==> config.mk <==
export PLATFORM = sky130hd
export DESIGN_NAME = prog_mem
export DESIGN_NICKNAME = d
export VERILOG_FILES = /design/src/rtl/prog_mem.sv
export SDC_FILE = /design/constraint.sdc
export NUM_CORES = 2
export LEC_CHECK = 0
export CAP_MARGIN = 20
export CORE_ASPECT_RATIO = 0.9
export CORE_MARGIN = 10
export CORE_UTILIZATION = 23
export CTS_CLUSTER_SIZE = 16
export DETAILED_ROUTE_END_ITERATION = 8
export PLACE_DENSITY = 0.46
export SYNTH_ARGS = -nofsm -noshare
export SYNTH_HDL_FRONTEND = slang
export SYNTH_SLANG_ARGS = --single-unit
==> constraint.sdc <==
create_clock -name clk -period 9.2 [get_ports clk]
set_input_delay 1.84 -clock clk [delete_from_list [all_inputs] [get_ports clk]]
set_output_delay 1.84 -clock clk [all_outputs]
set_load 0.1 [all_outputs]
==> src/rtl/prog_mem.sv <==
// Program memory: fills every word with FILL after reset, then serves single-cycle fetches and accepts burst loads.
// Optional per-word even parity: define PROG_MEM_PARITY_EN.
module prog_mem #(
  parameter int            DW   = 16,
  parameter int            AW   = 8,
  parameter logic [DW-1:0] FILL = 16'hF000
) (
  input  logic          clk,
  input  logic          rst_n,
  input  logic          fetch_req,
  input  logic [AW-1:0] fetch_addr,
  output logic [DW-1:0] fetch_data,
  output logic          fetch_valid,
  input  logic          ld_start,
  input  logic [AW-1:0] ld_base,
  input  logic          ld_valid,
  input  logic [DW-1:0] ld_data,
  input  logic          ld_last,
  output logic          ld_ready,
  output logic          ld_done,
  output logic          busy,
  output logic          par_err
);

  localparam int DEPTH = 2**AW;
`ifdef PROG_MEM_PARITY_EN
  localparam int MW = DW + 1;
`else
  localparam int MW = DW;
`endif

  typedef enum logic [1:0] {S_INIT, S_IDLE, S_LOAD} state_t;

  state_t          r_state;
  state_t          w_state_nxt;
  logic [AW-1:0]   r_init_cnt;
  logic [AW-1:0]   r_ptr;
  logic            r_ld_done;
  logic [DW-1:0]   r_fetch_data_p1;
  logic            r_fetch_vld_p1;
  logic [MW-1:0]   r_mem [DEPTH];

  logic            w_we;
  logic [AW-1:0]   w_waddr;
  logic [DW-1:0]   w_wdata;
  logic [MW-1:0]   w_wword;
  logic [MW-1:0]   w_rword;
  logic            w_fetch_acc;
  logic            w_ld_acc;
  logic            w_ld_end;

`ifdef PROG_MEM_PARITY_EN
  function automatic logic even_par(input logic [DW-1:0] d);
    return ^d;
  endfunction
  assign w_wword = {even_par(w_wdata), w_wdata};
`else
  assign w_wword = w_wdata;
`endif

  // Single write port shared by the init sweep and load beats; they never overlap.
  always_comb begin
    w_state_nxt = r_state;
    w_we        = 1'b0;
    w_waddr     = r_init_cnt;
    w_wdata     = FILL;
    w_fetch_acc = 1'b0;
    w_ld_acc    = 1'b0;
    w_ld_end    = 1'b0;
    case (r_state)
      S_INIT: begin
        w_we = 1'b1;
        if (r_init_cnt == {AW{1'b1}}) w_state_nxt = S_IDLE;
      end
      S_IDLE: begin
        w_fetch_acc = fetch_req;
        if (ld_start) w_state_nxt = S_LOAD;
      end
      S_LOAD: begin
        w_ld_acc = ld_valid;
        w_we     = ld_valid;
        w_waddr  = r_ptr;
        w_wdata  = ld_data;
        // The session stops at the top of memory rather than wrapping onto address 0.
        if (ld_valid && (ld_last || r_ptr == {AW{1'b1}})) begin
          w_ld_end    = 1'b1;
          w_state_nxt = S_IDLE;
        end
      end
      default: w_state_nxt = S_INIT;
    endcase
  end

  always_ff @(posedge clk or negedge rst_n) begin
    if (!rst_n) begin
      r_state    <= S_INIT;
      r_init_cnt <= '0;
      r_ptr      <= '0;
      r_ld_done  <= 1'b0;
    end else begin
      r_state   <= w_state_nxt;
      r_ld_done <= w_ld_end;
      if (r_state == S_INIT) r_init_cnt <= r_init_cnt + 1'b1;
      if (r_state == S_IDLE && ld_start) r_ptr <= ld_base;
      else if (w_ld_acc)                 r_ptr <= r_ptr + 1'b1;
    end
  end

  always_ff @(posedge clk) begin
    if (w_we) r_mem[w_waddr] <= w_wword;
  end

  assign w_rword = r_mem[fetch_addr];

  // Stage p1: registered fetch response
  always_ff @(posedge clk or negedge rst_n) begin
    if (!rst_n) begin
      r_fetch_data_p1 <= '0;
      r_fetch_vld_p1  <= 1'b0;
    end else begin
      r_fetch_vld_p1 <= w_fetch_acc;
      if (w_fetch_acc) r_fetch_data_p1 <= w_rword[DW-1:0];
    end
  end

`ifdef PROG_MEM_PARITY_EN
  logic r_par_err_p1;
  always_ff @(posedge clk or negedge rst_n) begin
    if (!rst_n)           r_par_err_p1 <= 1'b0;
    else if (w_fetch_acc) r_par_err_p1 <= ^w_rword;
    else                  r_par_err_p1 <= 1'b0;
  end
  assign par_err = r_par_err_p1;
`else
  assign par_err = 1'b0;
`endif

  assign fetch_data  = r_fetch_data_p1;
  assign fetch_valid = r_fetch_vld_p1;
  assign ld_ready    = (r_state == S_LOAD);
  assign ld_done     = r_ld_done;
  assign busy        = (r_state != S_IDLE);

endmodule

# ---- Word-level counts from Yosys, hierarchy flattened
# Memories as Yosys holds them, arrays and structs flattened. A register that Yosys moved wholly into a read port is not among the register bits.
# Cells that the tools add are included.
# Widths: inputs -> output; s select.
dict set report totals {
  register_bits 20
  ram_bits 4096
  output_inout_bits 21
  wordCells 38
  n_memories 1
}
# memory words word_bits read_ports rd_ports_with_merged_regs write_ports line
set memory_table {}
lappend memory_table {r_mem 256 16 1 1 1 41} ;# logic [MW-1:0] r_mem [DEPTH];
dict set report classes {
  addsub 2
  eq_ne 8
  n_mux 15
  reduce_logical 7
}
# cell n
set ops {}
lappend ops {{$mux 8} 3}
lappend ops {{$add 8x1->8 const B} 2}
lappend ops {{$eq 8x8->1 const B} 2}
lappend ops {{$mux 16} 1}
lappend ops {{$mux 1} 6}
lappend ops {{$mux 2} 3}
lappend ops {{$pmux 2 s3} 1}
lappend ops {{$ne 2x1->1 const B} 2}
lappend ops {{$ne 2x2->1 const B} 2}
lappend ops {{$reduce_and 3->1} 1}
lappend ops {{$eq 2x1->1 const B} 1}
lappend ops {{$eq 2x2->1 const B} 1}
lappend ops {{$logic_and 1x1->1} 2}
lappend ops {{$logic_not 2->1} 1}
lappend ops {{$pmux 1 s2} 1}
lappend ops {{$reduce_bool 2->1} 1}
lappend ops {{$logic_not 1->1} 1}
lappend ops {{$logic_or 1x1->1} 1}

# ---- Logic depth before layout (Yosys ltp)
dict set report depth {
  ltp_word 5
  mapped_depth 13
}

# ---- Worst setup path after synthesis
# OpenSTA, ideal clock, no wires.
dict set report synth_timing {
  path_kind {register to register}
  startpoint {register r_state[0]}
  endpoint {memory r_mem[0][10] (netlist bit), data pin}
  setup_time_ps 863
  arrival_time_ps 5394
  path_slack_ps 2943
  path_stages_with_launch 6
  path_cell_list {dfrtp_1 nand2b_1 clkinv_1 clkbuf_1 clkbuf_1 and2_1}
}
dict set report synth_via {
  elab_chain_len 2
}
# item line
set synth_lines {}
lappend synth_lines {{start: declaration} 34} ;# state_t r_state;
lappend synth_lines {{start signal: assignment} 101} ;# r_state <= w_state_nxt;
lappend synth_lines {{$eq 2x2->1} n/a}
lappend synth_lines {{net ld_ready} 19} ;# output logic ld_ready,
lappend synth_lines {{$mux 16} 70} ;# case (r_state)
lappend synth_lines {{net w_wdata[10]} 45} ;# logic [DW-1:0] w_wdata;
lappend synth_lines {{end: declaration} 41}
# The timed path passes the listed nets, and every way through them passes these cells.

# ---- Final worst setup path
dict set report layout_timing {
  startpoint {register r_state[0]}
  endpoint {output ld_ready}
}
dict set report layout_via {
  elab_chain_len 1
}
# item line
set layout_lines {}
lappend layout_lines {{$eq 2x2->1} 140} ;# assign ld_ready = (r_state == S_LOAD);
lappend layout_lines {{end: declaration} 19}
# Every way passes these cells.

==> out/metrics.yaml <==
yosys:
  async_reset_ff_frac: 0.00871
  netlist_area_sq_um: 160000
  synth_top_cell_area_share: 0.769
  yosysWarnings: 0
  yosys.area.top_type: "edfxtp_1"
  ys_types: 81
  synth_edf_count: 4096
  postSynthCellCount: 7649
  avgSynthCellArea_sq_um: 20.9
  synthTopCellsByArea: "edfxtp_1 77%, mux4_2 9.9%, mux2i_1 3.5%, o22ai_1 0.87%, mux4_1 0.72%"
  synth_ff_type: "edfxtp_1"
  synth_nets: 7689
  synth_seq_cells: 4132
  ys_seq_area_frac: 0.774
sta:
  slew-limit-headroom: 0.0741
  fin_crit_sh: 0.620
  hold_viol: 0
  setup_viol: 0
  rsz0062_at_grt: "false"
  skew_ns: 0.0800
  tightest_slew_ns: 1.39
  tns_ns: 0
  final_max_slew_viol_count: 0
  whs_ns: 0.601
  min_period_ns: 5.70
  max_freq_mhz: 175
worst_setup_path:
  cp_max_fo: 26
  crit_type: "flip-flop to output pin"
  start_kind: "flip-flop"
  end_kind: "output pin"
  path_cells: "nand2b_1, clkinv_1, buf_4, clkdlybuf4s50_1"
  max_stage_delay_ns: 1.22
  cp_data_arrival_time_ns: 3.86
  crit_slowest_cell: "clkdlybuf4s50_1"
  cp.required_ns: 7.36
  reg2reg_slack_ns: 4.54
cts:
  clock_latency_ns: 1.05
  cts.path.max_buffers: 4
  ctsHtreeMaxLevel: 5
  cts-resized-gates: 0
  clockRootBuffer: "clkbuf_16"
  numCtsBuffers: 433
  postCtsSetupRepairBufs: 0
  cts_tree: "done"
  hold_buffers: 0
  cts.clk_slew.worst_paths_ns: 0.06
  cts.sinks: 4132
routing:
  ant_nets: 0
  firstDrtPassIters: 5
  vias_per_cell: 4.56
  drt_iter0_drc: 9795
  vias: 80651
  drc: 0
  wl_um: 487000
  detail_route.wl_per_cell_um: 27.5
layout:
  layout.nets: 8163
  stdcell_count: 17697
  syn_to_final_growth_pct: 17.1
  layout-drive-gt1-share: 0.230
  fillers: 68574
floorplan:
  ios: 59
  initial_core_util: 0.231
  die_area_sq_um: 730000
  die_w_um: 899
  num_rows: 290
  die_h_um: 811
  fp.coreArea_sq_um: 693000
placed_design:
  dp_hpwl_um: 295000
  numPortBuffers: 57
  gp_congestion: 0.784
  dp_cells: 16864
pwr:
  power_density_nw_per_um2: 239
  cellLeakagePower_nw: 58.2
  ir_drop_mv: 0.334
global_routing:
  grt_max_degree: 181
  antenna_found_initial: 38
  grt_overflow: 0
  grt_pass1_vias: 81430
  grtUsageTotal: 0.128
  grt_pass1_wl_um: 673000
flow_run:
  cap_viol_max_count: 0
hold_path:
  hp-class: "flip-flop to flip-flop"
status:
  status: "complete, no violations"
[state kept, by name, indices dropped and copies added (netlist names)]
register,cells
r_mem,4096
fetch_data,16
r_init_cnt,8
r_ptr,8
r_state,2
fetch_valid,1
ld_done,1
[power by group]
group | total (mW) | internal, mW | switching (mW) | leakage (nW)
clock | 17.1 | 9.67 | 7.43 | 6.68
sequential | 22.6 | 22.3 | 0.273 | 37.7
combinational | 5.08 | 1.00 | 4.08 | 13.8
total | 44.8 | 33.0 | 11.8 | 58.2
[layout by cell type, fill, tap and decap left out, types with 35 or more instances in the layout]
cell,synthesis,routed
a211oi_1,58,58
a21oi_1,117,114
a22oi_1,96,96
buf_4,52,373
clkbuf_1,166,99
clkbuf_16,0,438
clkdlybuf4s50_1,0,42
clkinv_1,1,116
clkinv_2,0,73
dfrtp_1,36,36
edfxtp_1,4096,4096
mux2i_1,567,567
mux4_1,44,44
mux4_2,707,707
nand2_1,270,270
nand3_1,50,46
nor2_1,291,177
nor2_2,0,113
nor3_1,44,44
o211ai_1,35,35
o21ai_0,77,76
o221ai_1,122,122
o22ai_1,223,223
[Yosys cell counts (7+ instances only)]
cell type  number
o221ai_1      122
a211oi_1       58
nor2_1        291
a21boi_0       14
clkbuf_1      166
buf_4          52
nand2_1       270
mux4_1         44
o21ai_1         9
nand4b_1        8
a2111oi_0      33
buf_12         12
a211o_1         7
and2_1         18
nand3_1        50
buf_1          10
nor3_1         44
or3_1          11
o211ai_1       35
nor4_1          9
xnor2_1         7
nand2b_1       12
buf_2         120
mux2_2         20
o22ai_1       223
a221oi_1       30
or2_2          18
a22o_1         18
edfxtp_1     4096
nand3b_1       20
nand4_1        26
dfrtp_1        36
o21ai_0        77
buf_8          40
buf_6          47
mux4_2        707
a21oi_1       117
mux2i_1       567
a22oi_1        96
[cell families (layout without fill, tap and decap cells)]
logic type | Yosys count | in the layout | share of synthesized area
XOR/XNOR | 12 | 12 | 0.000657
buffers and inverters | 464 | 1300 | 0.0197
AND/OR/NAND/NOR | 812 | 812 | 0.0228
adder cells (fa/ha/maj) | 2 | 2 | 0.000156
multiplexers | 1338 | 1338 | 0.144
AO/OA/AOI/OAI | 888 | 888 | 0.0389
flip-flops | 4132 | 4132 | 0.774
other | 1 | 15 | 0.0000234
[layer usage]
metal / global-route usage / share of wire
met3: 0.0219 / 0.067
met2: 0.202 / 0.46
met5: 0 / 0.000027
met1: 0.181 / 0.45
met4: 0.0303 / 0.024
[cell type report]
cell class              instances  area, sq um  area share
diodes                         14         35.0    0.000187
multi-input cells            3053        33500       0.179
flip-flops and latches       4132       124000       0.661
clock buffers                 540        11400      0.0607
clock inverters               257         2400      0.0128
inverters                       6         30.0    0.000160
repair buffers                497         4630      0.0247
well taps                    9198        11500      0.0614
[worst paths after layout]
check / startpoint / endpoint / depth (start not counted)
worst max register to register: r_state[0] / r_mem[186][9] / 9
max in group asynchronous: rst_n / r_init_cnt[2] / 2
min in group asynchronous: rst_n / fetch_valid / 1
worst min-delay path: r_init_cnt[7] / r_init_cnt[7] / 1
worst max-delay path: r_state[0] / ld_ready / 4
worst min register to register: r_init_cnt[7] / r_init_cnt[7] / 1
[stage by stage]
step / instance area [sq um] / setup slack [ns] / power, mW / util
3_3_place_gp: 173000 / 2.47 / 27.9 / 0.249
5_1_grt: 187000 / 3.22 / 46.1 / 0.270
6_report: 187000 / 3.50 / 44.8 / 0.270
4_1_cts: 187000 / 3.41 / 45.2 / 0.270
2_1_floorplan: 160000 / 2.94 / 25.6 / -
3_5_place_dp: 173000 / 2.44 / 28.1 / 0.250
[worst max-delay path, delay by kind of cell, from the launching register on]
kind          cells  cell delay (ns)
flops             1             0.44
simple gates      1             0.42
buf+inv           3             1.96
Power figures use the tool's default switching activity.
